--- src/rtl/xy_pkg.sv ---
// Shared types and constants for the xy_filter blob-coordinate conditioner.
package xy_pkg;

    localparam int unsigned COORD_W = 11;
    localparam logic [COORD_W-1:0] NO_BLOB = 11'd1023;

    typedef enum logic [0:0] {
        StIdle,
        StTrack
    } state_e;

    // Magnitude of a - b, computed in 12-bit signed arithmetic.
    function automatic logic [COORD_W:0] abs_diff(input logic [COORD_W-1:0] a,
                                                  input logic [COORD_W-1:0] b);
        logic signed [COORD_W:0] d;
        d = $signed({1'b0, a}) - $signed({1'b0, b});
        return (d < 0) ? $unsigned(-d) : $unsigned(d);
    endfunction

endpackage

--- src/rtl/xy_filter_if.sv ---
// Camera-sample input and filtered-position output bundle for xy_filter.
interface xy_filter_if;
    import xy_pkg::*;

    logic               raw_valid;
    logic [COORD_W-1:0] raw_x;
    logic [COORD_W-1:0] raw_y;
    logic [COORD_W-1:0] x;
    logic [COORD_W-1:0] y;
    logic               out_valid;
    logic               tracking;

    modport master (
        output raw_valid, raw_x, raw_y,
        input  x, y, out_valid, tracking
    );

    modport slave (
        input  raw_valid, raw_x, raw_y,
        output x, y, out_valid, tracking
    );

endinterface

--- src/rtl/xy_avg_window.sv ---
// Per-axis moving-average window: ring buffer, write pointer and running sum.
module xy_avg_window
    import xy_pkg::*;
#(
    parameter int unsigned AVG_LOG2 = 2
) (
    input  logic               clk,
    input  logic               reset,
    input  logic               preload,
    input  logic               push,
    input  logic [COORD_W-1:0] din,
    output logic [COORD_W-1:0] mean
);

    localparam int unsigned Depth = 1 << AVG_LOG2;
    localparam int unsigned PtrW  = (AVG_LOG2 > 0) ? AVG_LOG2 : 1;
    localparam int unsigned SumW  = COORD_W + AVG_LOG2;

    logic [COORD_W-1:0] ring_q [Depth];
    logic [PtrW-1:0]    ptr_q;
    logic [PtrW-1:0]    ptr_next;
    logic [SumW-1:0]    sum_q;

    assign ptr_next = (ptr_q == PtrW'(Depth - 1)) ? '0 : ptr_q + PtrW'(1);

    always_ff @(posedge clk) begin
        if (!reset) begin
            for (int i = 0; i < int'(Depth); i++) ring_q[i] <= '0;
            ptr_q <= '0;
            sum_q <= '0;
        end else if (preload) begin
            for (int i = 0; i < int'(Depth); i++) ring_q[i] <= din;
            ptr_q <= '0;
            sum_q <= SumW'(din) << AVG_LOG2;
        end else if (push) begin
            // The oldest slot is always part of the sum, so the subtraction never wraps.
            ring_q[ptr_q] <= din;
            ptr_q         <= ptr_next;
            sum_q         <= sum_q + SumW'(din) - SumW'(ring_q[ptr_q]);
        end
    end

    assign mean = COORD_W'(sum_q >> AVG_LOG2);

endmodule

--- src/rtl/xy_filter.sv ---
// Blob coordinate filter: miss rejection, moving average, lost-track detection.
// Optional outlier rejection is enabled with `define XY_FILTER_OUTLIER_EN.
module xy_filter
    import xy_pkg::*;
#(
    parameter int unsigned AVG_LOG2     = 2,
    parameter int unsigned LOST_SAMPLES = 4,
    parameter int unsigned MAX_JUMP     = 200
) (
    input logic        clk,
    input logic        reset,
    xy_filter_if.slave bus
);

    if (AVG_LOG2 > 4 || LOST_SAMPLES < 1 || LOST_SAMPLES > 255 || MAX_JUMP > 2047) begin : g_bad_param
        $error("xy_filter: parameter out of range");
    end

    state_e             state_q, state_d;
    logic [7:0]         miss_cnt_q, miss_cnt_d;
    logic               upd_q;
    logic [COORD_W-1:0] x_q, y_q;
    logic               out_valid_q, tracking_q, tracking_d;
    logic               is_blob, is_miss, is_jump;
    logic               preload, push, accept, drop;
    logic [COORD_W-1:0] mean_x, mean_y;

    assign is_blob = bus.raw_valid && (bus.raw_x != NO_BLOB) && (bus.raw_y != NO_BLOB);
    assign is_miss = bus.raw_valid && !is_blob;

`ifdef XY_FILTER_OUTLIER_EN
    assign is_jump = is_blob && ((abs_diff(bus.raw_x, x_q) > (COORD_W + 1)'(MAX_JUMP)) ||
                                 (abs_diff(bus.raw_y, y_q) > (COORD_W + 1)'(MAX_JUMP)));
`else
    assign is_jump = 1'b0;
`endif

    always_comb begin
        state_d    = state_q;
        miss_cnt_d = miss_cnt_q;
        preload    = 1'b0;
        push       = 1'b0;
        accept     = 1'b0;
        drop       = 1'b0;
        unique case (state_q)
            StIdle: begin
                if (is_blob) begin
                    preload    = 1'b1;
                    accept     = 1'b1;
                    miss_cnt_d = '0;
                    state_d    = StTrack;
                end
            end
            StTrack: begin
                if (is_blob && !is_jump) begin
                    push       = 1'b1;
                    accept     = 1'b1;
                    miss_cnt_d = '0;
                end else if (is_miss || is_jump) begin
                    if (miss_cnt_q == 8'(LOST_SAMPLES - 1)) begin
                        miss_cnt_d = '0;
                        drop       = 1'b1;
                        state_d    = StIdle;
                    end else begin
                        miss_cnt_d = miss_cnt_q + 8'd1;
                    end
                end
            end
            default: state_d = StIdle;
        endcase
    end

    // Entering IDLE wins over a rise from a still-pending update.
    always_comb begin
        tracking_d = tracking_q;
        if (upd_q) tracking_d = 1'b1;
        if (drop)  tracking_d = 1'b0;
    end

    always_ff @(posedge clk) begin
        if (!reset) begin
            state_q     <= StIdle;
            miss_cnt_q  <= '0;
            upd_q       <= 1'b0;
            x_q         <= '0;
            y_q         <= '0;
            out_valid_q <= 1'b0;
            tracking_q  <= 1'b0;
        end else begin
            state_q     <= state_d;
            miss_cnt_q  <= miss_cnt_d;
            upd_q       <= accept;
            out_valid_q <= upd_q;
            tracking_q  <= tracking_d;
            if (upd_q) begin
                x_q <= mean_x;
                y_q <= mean_y;
            end
        end
    end

    xy_avg_window #(.AVG_LOG2(AVG_LOG2)) u_win_x (
        .clk     (clk),
        .reset   (reset),
        .preload (preload),
        .push    (push),
        .din     (bus.raw_x),
        .mean    (mean_x)
    );

    xy_avg_window #(.AVG_LOG2(AVG_LOG2)) u_win_y (
        .clk     (clk),
        .reset   (reset),
        .preload (preload),
        .push    (push),
        .din     (bus.raw_y),
        .mean    (mean_y)
    );

    assign bus.x         = x_q;
    assign bus.y         = y_q;
    assign bus.out_valid = out_valid_q;
    assign bus.tracking  = tracking_q;

endmodule

--- src/flat_wrapper.sv ---
// flat-port wrapper written by rule: the top's interface ports become plain ports
module xy_filter_flat import xy_pkg::*;
#(
    parameter int unsigned AVG_LOG2     = 2,
    parameter int unsigned LOST_SAMPLES = 4,
    parameter int unsigned MAX_JUMP     = 200
)
  (clk, reset, bus_raw_valid, bus_raw_x, bus_raw_y, bus_x, bus_y, bus_out_valid, bus_tracking);
  xy_filter_if bus_i ();
  input logic clk;
  input logic reset;
  input wire logic [$bits(bus_i.raw_valid)-1:0] bus_raw_valid;
  input wire logic [$bits(bus_i.raw_x)-1:0] bus_raw_x;
  input wire logic [$bits(bus_i.raw_y)-1:0] bus_raw_y;
  output wire logic [$bits(bus_i.x)-1:0] bus_x;
  output wire logic [$bits(bus_i.y)-1:0] bus_y;
  output wire logic [$bits(bus_i.out_valid)-1:0] bus_out_valid;
  output wire logic [$bits(bus_i.tracking)-1:0] bus_tracking;
  assign bus_i.raw_valid = bus_raw_valid;
  assign bus_i.raw_x = bus_raw_x;
  assign bus_i.raw_y = bus_raw_y;
  assign bus_x = bus_i.x;
  assign bus_y = bus_i.y;
  assign bus_out_valid = bus_i.out_valid;
  assign bus_tracking = bus_i.tracking;
  xy_filter #(.AVG_LOG2(AVG_LOG2), .LOST_SAMPLES(LOST_SAMPLES), .MAX_JUMP(MAX_JUMP)) u_core (.clk(clk), .reset(reset), .bus(bus_i));
endmodule
--- config.mk ---
export PLATFORM = sky130hd
export DESIGN_NAME = xy_filter_flat
export DESIGN_NICKNAME = d
export VERILOG_FILES = /design/src/rtl/xy_pkg.sv /design/src/rtl/xy_filter_if.sv /design/src/rtl/xy_avg_window.sv /design/src/rtl/xy_filter.sv /design/src/flat_wrapper.sv
export SDC_FILE = /design/constraint.sdc
export NUM_CORES = 1
export LEC_CHECK = 0
export CAP_MARGIN = 40
export CORE_MARGIN = 8
export CORE_UTILIZATION = 60
export DETAILED_ROUTE_END_ITERATION = 7
export PLACE_DENSITY = 0.86
export SKIP_LAST_GASP = 1
export SYNTH_ARGS = -nofsm -noshare
export SYNTH_HDL_FRONTEND = slang
export SYNTH_SLANG_ARGS = --single-unit
--- constraint.sdc ---
create_clock -name clk -period 4.4 [get_ports clk]
set_clock_uncertainty 0.2 [all_clocks]
set_input_delay 0.66 -clock clk [delete_from_list [all_inputs] [get_ports clk]]
set_output_delay 0.66 -clock clk [all_outputs]
set_load 0.01 [all_outputs]
==> results.md <==
- IO Pins: 49
- Worst setup EP type: flip-flop
- Seq/Total Area, Yosys: 47.74%
- Postcts setup bufs: 0
- Antenna Cells: 0
- Initial antenna violation count: 0
- Total wire length: 19.76 mm
- Worst Tran Pin Value: 822.9 ps
- Final Hold Violating Endpoints: 0
- Drt first pass iters: 6
- FFs w/ async S/R, synth: 0%
- Dominant synthesized flop cell: edfxtp_1
- Max-cap violation count: 0
- Synthesized flop and latch total: 156
- Slew Limit Fails: 0
- CTS sink cnt: 156
- Fin nets: 934
- Total number of vias: 6,292
- Leakage: 3.964 nW
- Final Cell Area: between 9000 and 10,000 µm²
- Chip height: 134.2 µm
- Status: finished clean
- CTS tree: built
- Maximum clock frequency: around 270 MHz
- Pin count of the biggest net entering global routing: 41
- Multi-input logic area: between 3000 and 4000 µm²
- Syn. warnings: 0
- Global-route wire length before repair: 32.34 mm
- Post-synth EDFFs: 88
- Startpoint Class: flip-flop
- Longest Clk Path Bufs: 2
- Total track usage: 22.79%
- Die W: between 100 and 150 µm
- Period utilization: between 80 and 90%
- Final GP Congestion: approximately 0.90
- Wire length per cell: around 19 µm
- HPWL after DPL: between 10 and 15 mm
- Net Count, Synth: 887
- Clock root buffer: clkbuf_16
- Worst-Skew Late Latency: 430 ps
- Fin crit period: ~3700 ps
- Critical path peak fanout: 11
- Drt drc: 0
- Number of global-route vias before repair: 6,373
- Unrepaired setup endpoints after global routing: no
- Slew headroom: 44.97%
- Mapped cell area: roughly 8400 µm²
- DIE AREA: approximately 18,000 µm²
- VDD IR max: 0.3233 mV
- Reg clk slew, reported paths: 60 ps
- Register Area: between 4000 and 5000 µm²
- Fraction of layout cells with a size suffix above 1: roughly 9.7%
- GRT overflow: 0
- Core area: approximately 14,000 µm²
- I/O Buffers: 48
- Setup tns final: 0 ps
- Pwr/cell area: around 420 nW/µm²
- Total CTS buffers: 17
- Worst Path Class, Setup: flip-flop to flip-flop
- Post-synthesis cell count: 805
- Hold_buf cts: 0
- Critical Path AT: 3850 ps
- Final setup fails: 0
- Syn avg cell area: 10.42 µm²
- Vias per cell: 6.021
- Min-delay worst type: flip-flop to flip-flop
- Required @ worst endpoint: roughly 4500 ps
- # resized after CTS: 0
- Site Rows: 43
- CTS H-tree lvls: 4
- Dpl cell area: 9085 µm²
- Routed Antenna Nets: 0
- Post-Layout Cell Count: about 1,000
- Initial DRC Count: 806
- Fill cells: 925
- Initial core utilization: 60.89%
- Placed insts: 1,013
- Layout area overhead: 14.84%
- Unique masters post-synth: 57
-- power by group --
part | total, W | switching [W] | internal [W]
clock network | 0.00137 | 0.000596 | 0.000773
logic | 0.00102 | 0.000596 | 0.000424
registers | 0.00170 | 0.0000512 | 0.00165
total | 0.00409 | 0.00124 | 0.00285
-- synthesized netlist by cell type, types with 2 or more instances --
cell type,n,area [µm²]
and4_1,4,35.03
or3_1,5,31.28
fa_1,22,440.4
nand3_1,17,85.08
a211oi_1,9,67.56
clkbuf_1,19,71.32
nor2_1,131,491.7
and3_1,7,43.79
nor4b_1,2,17.52
a21o_1,10,75.07
buf_2,16,80.08
dfxtp_1,68,1361
a211oi_2,2,25.02
inv_1,98,367.9
nand4b_4,2,47.55
o21ai_1,9,45.04
buf_1,3,11.26
or4_1,2,15.01
nand2_1,54,202.7
edfxtp_1,88,2643
a41oi_1,3,26.28
nor2b_1,4,25.02
mux2i_1,30,300.3
o21ai_0,28,140.1
and2_1,2,12.51
mux4_2,22,495.5
nand4_1,2,12.51
xnor2_1,11,96.34
nor3_4,2,32.53
o211ai_1,7,52.55
a21oi_1,44,220.2
xor2_1,5,43.79
a31oi_1,11,68.82
ha_1,35,437.9
o21bai_1,2,15.01
nand3b_1,6,45.04
nor3_1,3,15.01
-- layout make-up --
class / count / share of cell area, %
clock inverters: 15 / 1.260
multi-input cells: 510 / 39.84
clock buffers: 17 / 4.417
well taps: 180 / 2.338
repair buffers: 67 / 6.677
inverters: 100 / 3.897
flip-flops and latches: 156 / 41.57
-- state kept, by name, summed over array words and instances, names as in the netlist, named ones only --
name                   count
u_core.bus.out_valid       1
u_core.bus.tracking        1
u_core.bus.x              11
u_core.bus.y              11
u_core.miss_cnt_q          8
u_core.state_q             1
u_core.u_win_x.ptr_q       2
u_core.u_win_x.ring_q     44
u_core.u_win_x.sum_q      13
u_core.u_win_y.ptr_q       2
u_core.u_win_y.ring_q     44
u_core.u_win_y.sum_q      13
u_core.upd_q               1
-- routing by layer --
layer / GRT usage, % / up-vias / wire (µm)
li1: - / 2886 / -
met1: 28.47 / 3046 / 8040
met2: 37.37 / 297 / 9634
met3: 5.198 / 63 / 1501
met4: 9.420 / 0 / 588
met5: 0 / - / 0
-- cell families (layout without fill, tap and decap cells) --
group / after synthesis / in the layout / share of synthesized area (%)
buf+inv: 139 / 199 / 6.505
simple gates: 249 / 249 / 14.04
mux: 53 / 53 / 9.623
flops: 156 / 156 / 47.74
fa+ha+maj: 57 / 57 / 10.47
compound gates: 135 / 135 / 9.951
xor+xnor: 16 / 16 / 1.671
-- layout by cell type (no fill, tap or decap), types with 28 or more instances in the layout --
master and n:
nor2_1 131, inv_1 98, edfxtp_1 88, dfxtp_1 68, nand2_1 54, clkdlybuf4s50_1 48, a21oi_1 44, ha_1 35
mux2i_1 30, o21ai_0 28
-- metrics by stage --
step	power (W)	hold slack, ps	setup WS [ps]	util (%)
finish	0.004089	256.5	659.9	69.93
floorplan	0.002445	231.9	873.6	-
global placement	0.002655	240.4	620.2	65.76
detailed placement	0.002697	247.5	578.7	65.96
global route	0.004271	272.2	472.5	69.93
CTS	0.004078	256.3	680.5	69.93
-- path summary, 6_finish.rpt --
check	depth (start not counted)	endpoint	start	slack (ps)
max	11	u_core.u_win_x.sum_q[11]$_SDFFE_PN0P_	flip-flop	660
min	2	u_core.u_win_x.sum_q[1]$_SDFFE_PP0P_	u_core.u_win_x.sum_q[1]$_SDFFE_PP0P_	260
max reg2reg	11	u_core.u_win_x.sum_q[11]$_SDFFE_PN0P_	flip-flop	660
min reg2reg	2	u_core.u_win_x.sum_q[1]$_SDFFE_PP0P_	u_core.u_win_x.sum_q[1]$_SDFFE_PP0P_	260
-- worst max-delay path, cell delays in order (launching register included) --
cell and delay [ps]:
dfxtp_1 310, buf_4 240, mux4_2 550, fa_1 520
inv_1 50, ha_1 380, a21oi_1 320, o21bai_1 160
a21o_1 210, a221oi_1 380, xor2_1 190, o21ai_0 100
Power figures use the tool's default switching activity.
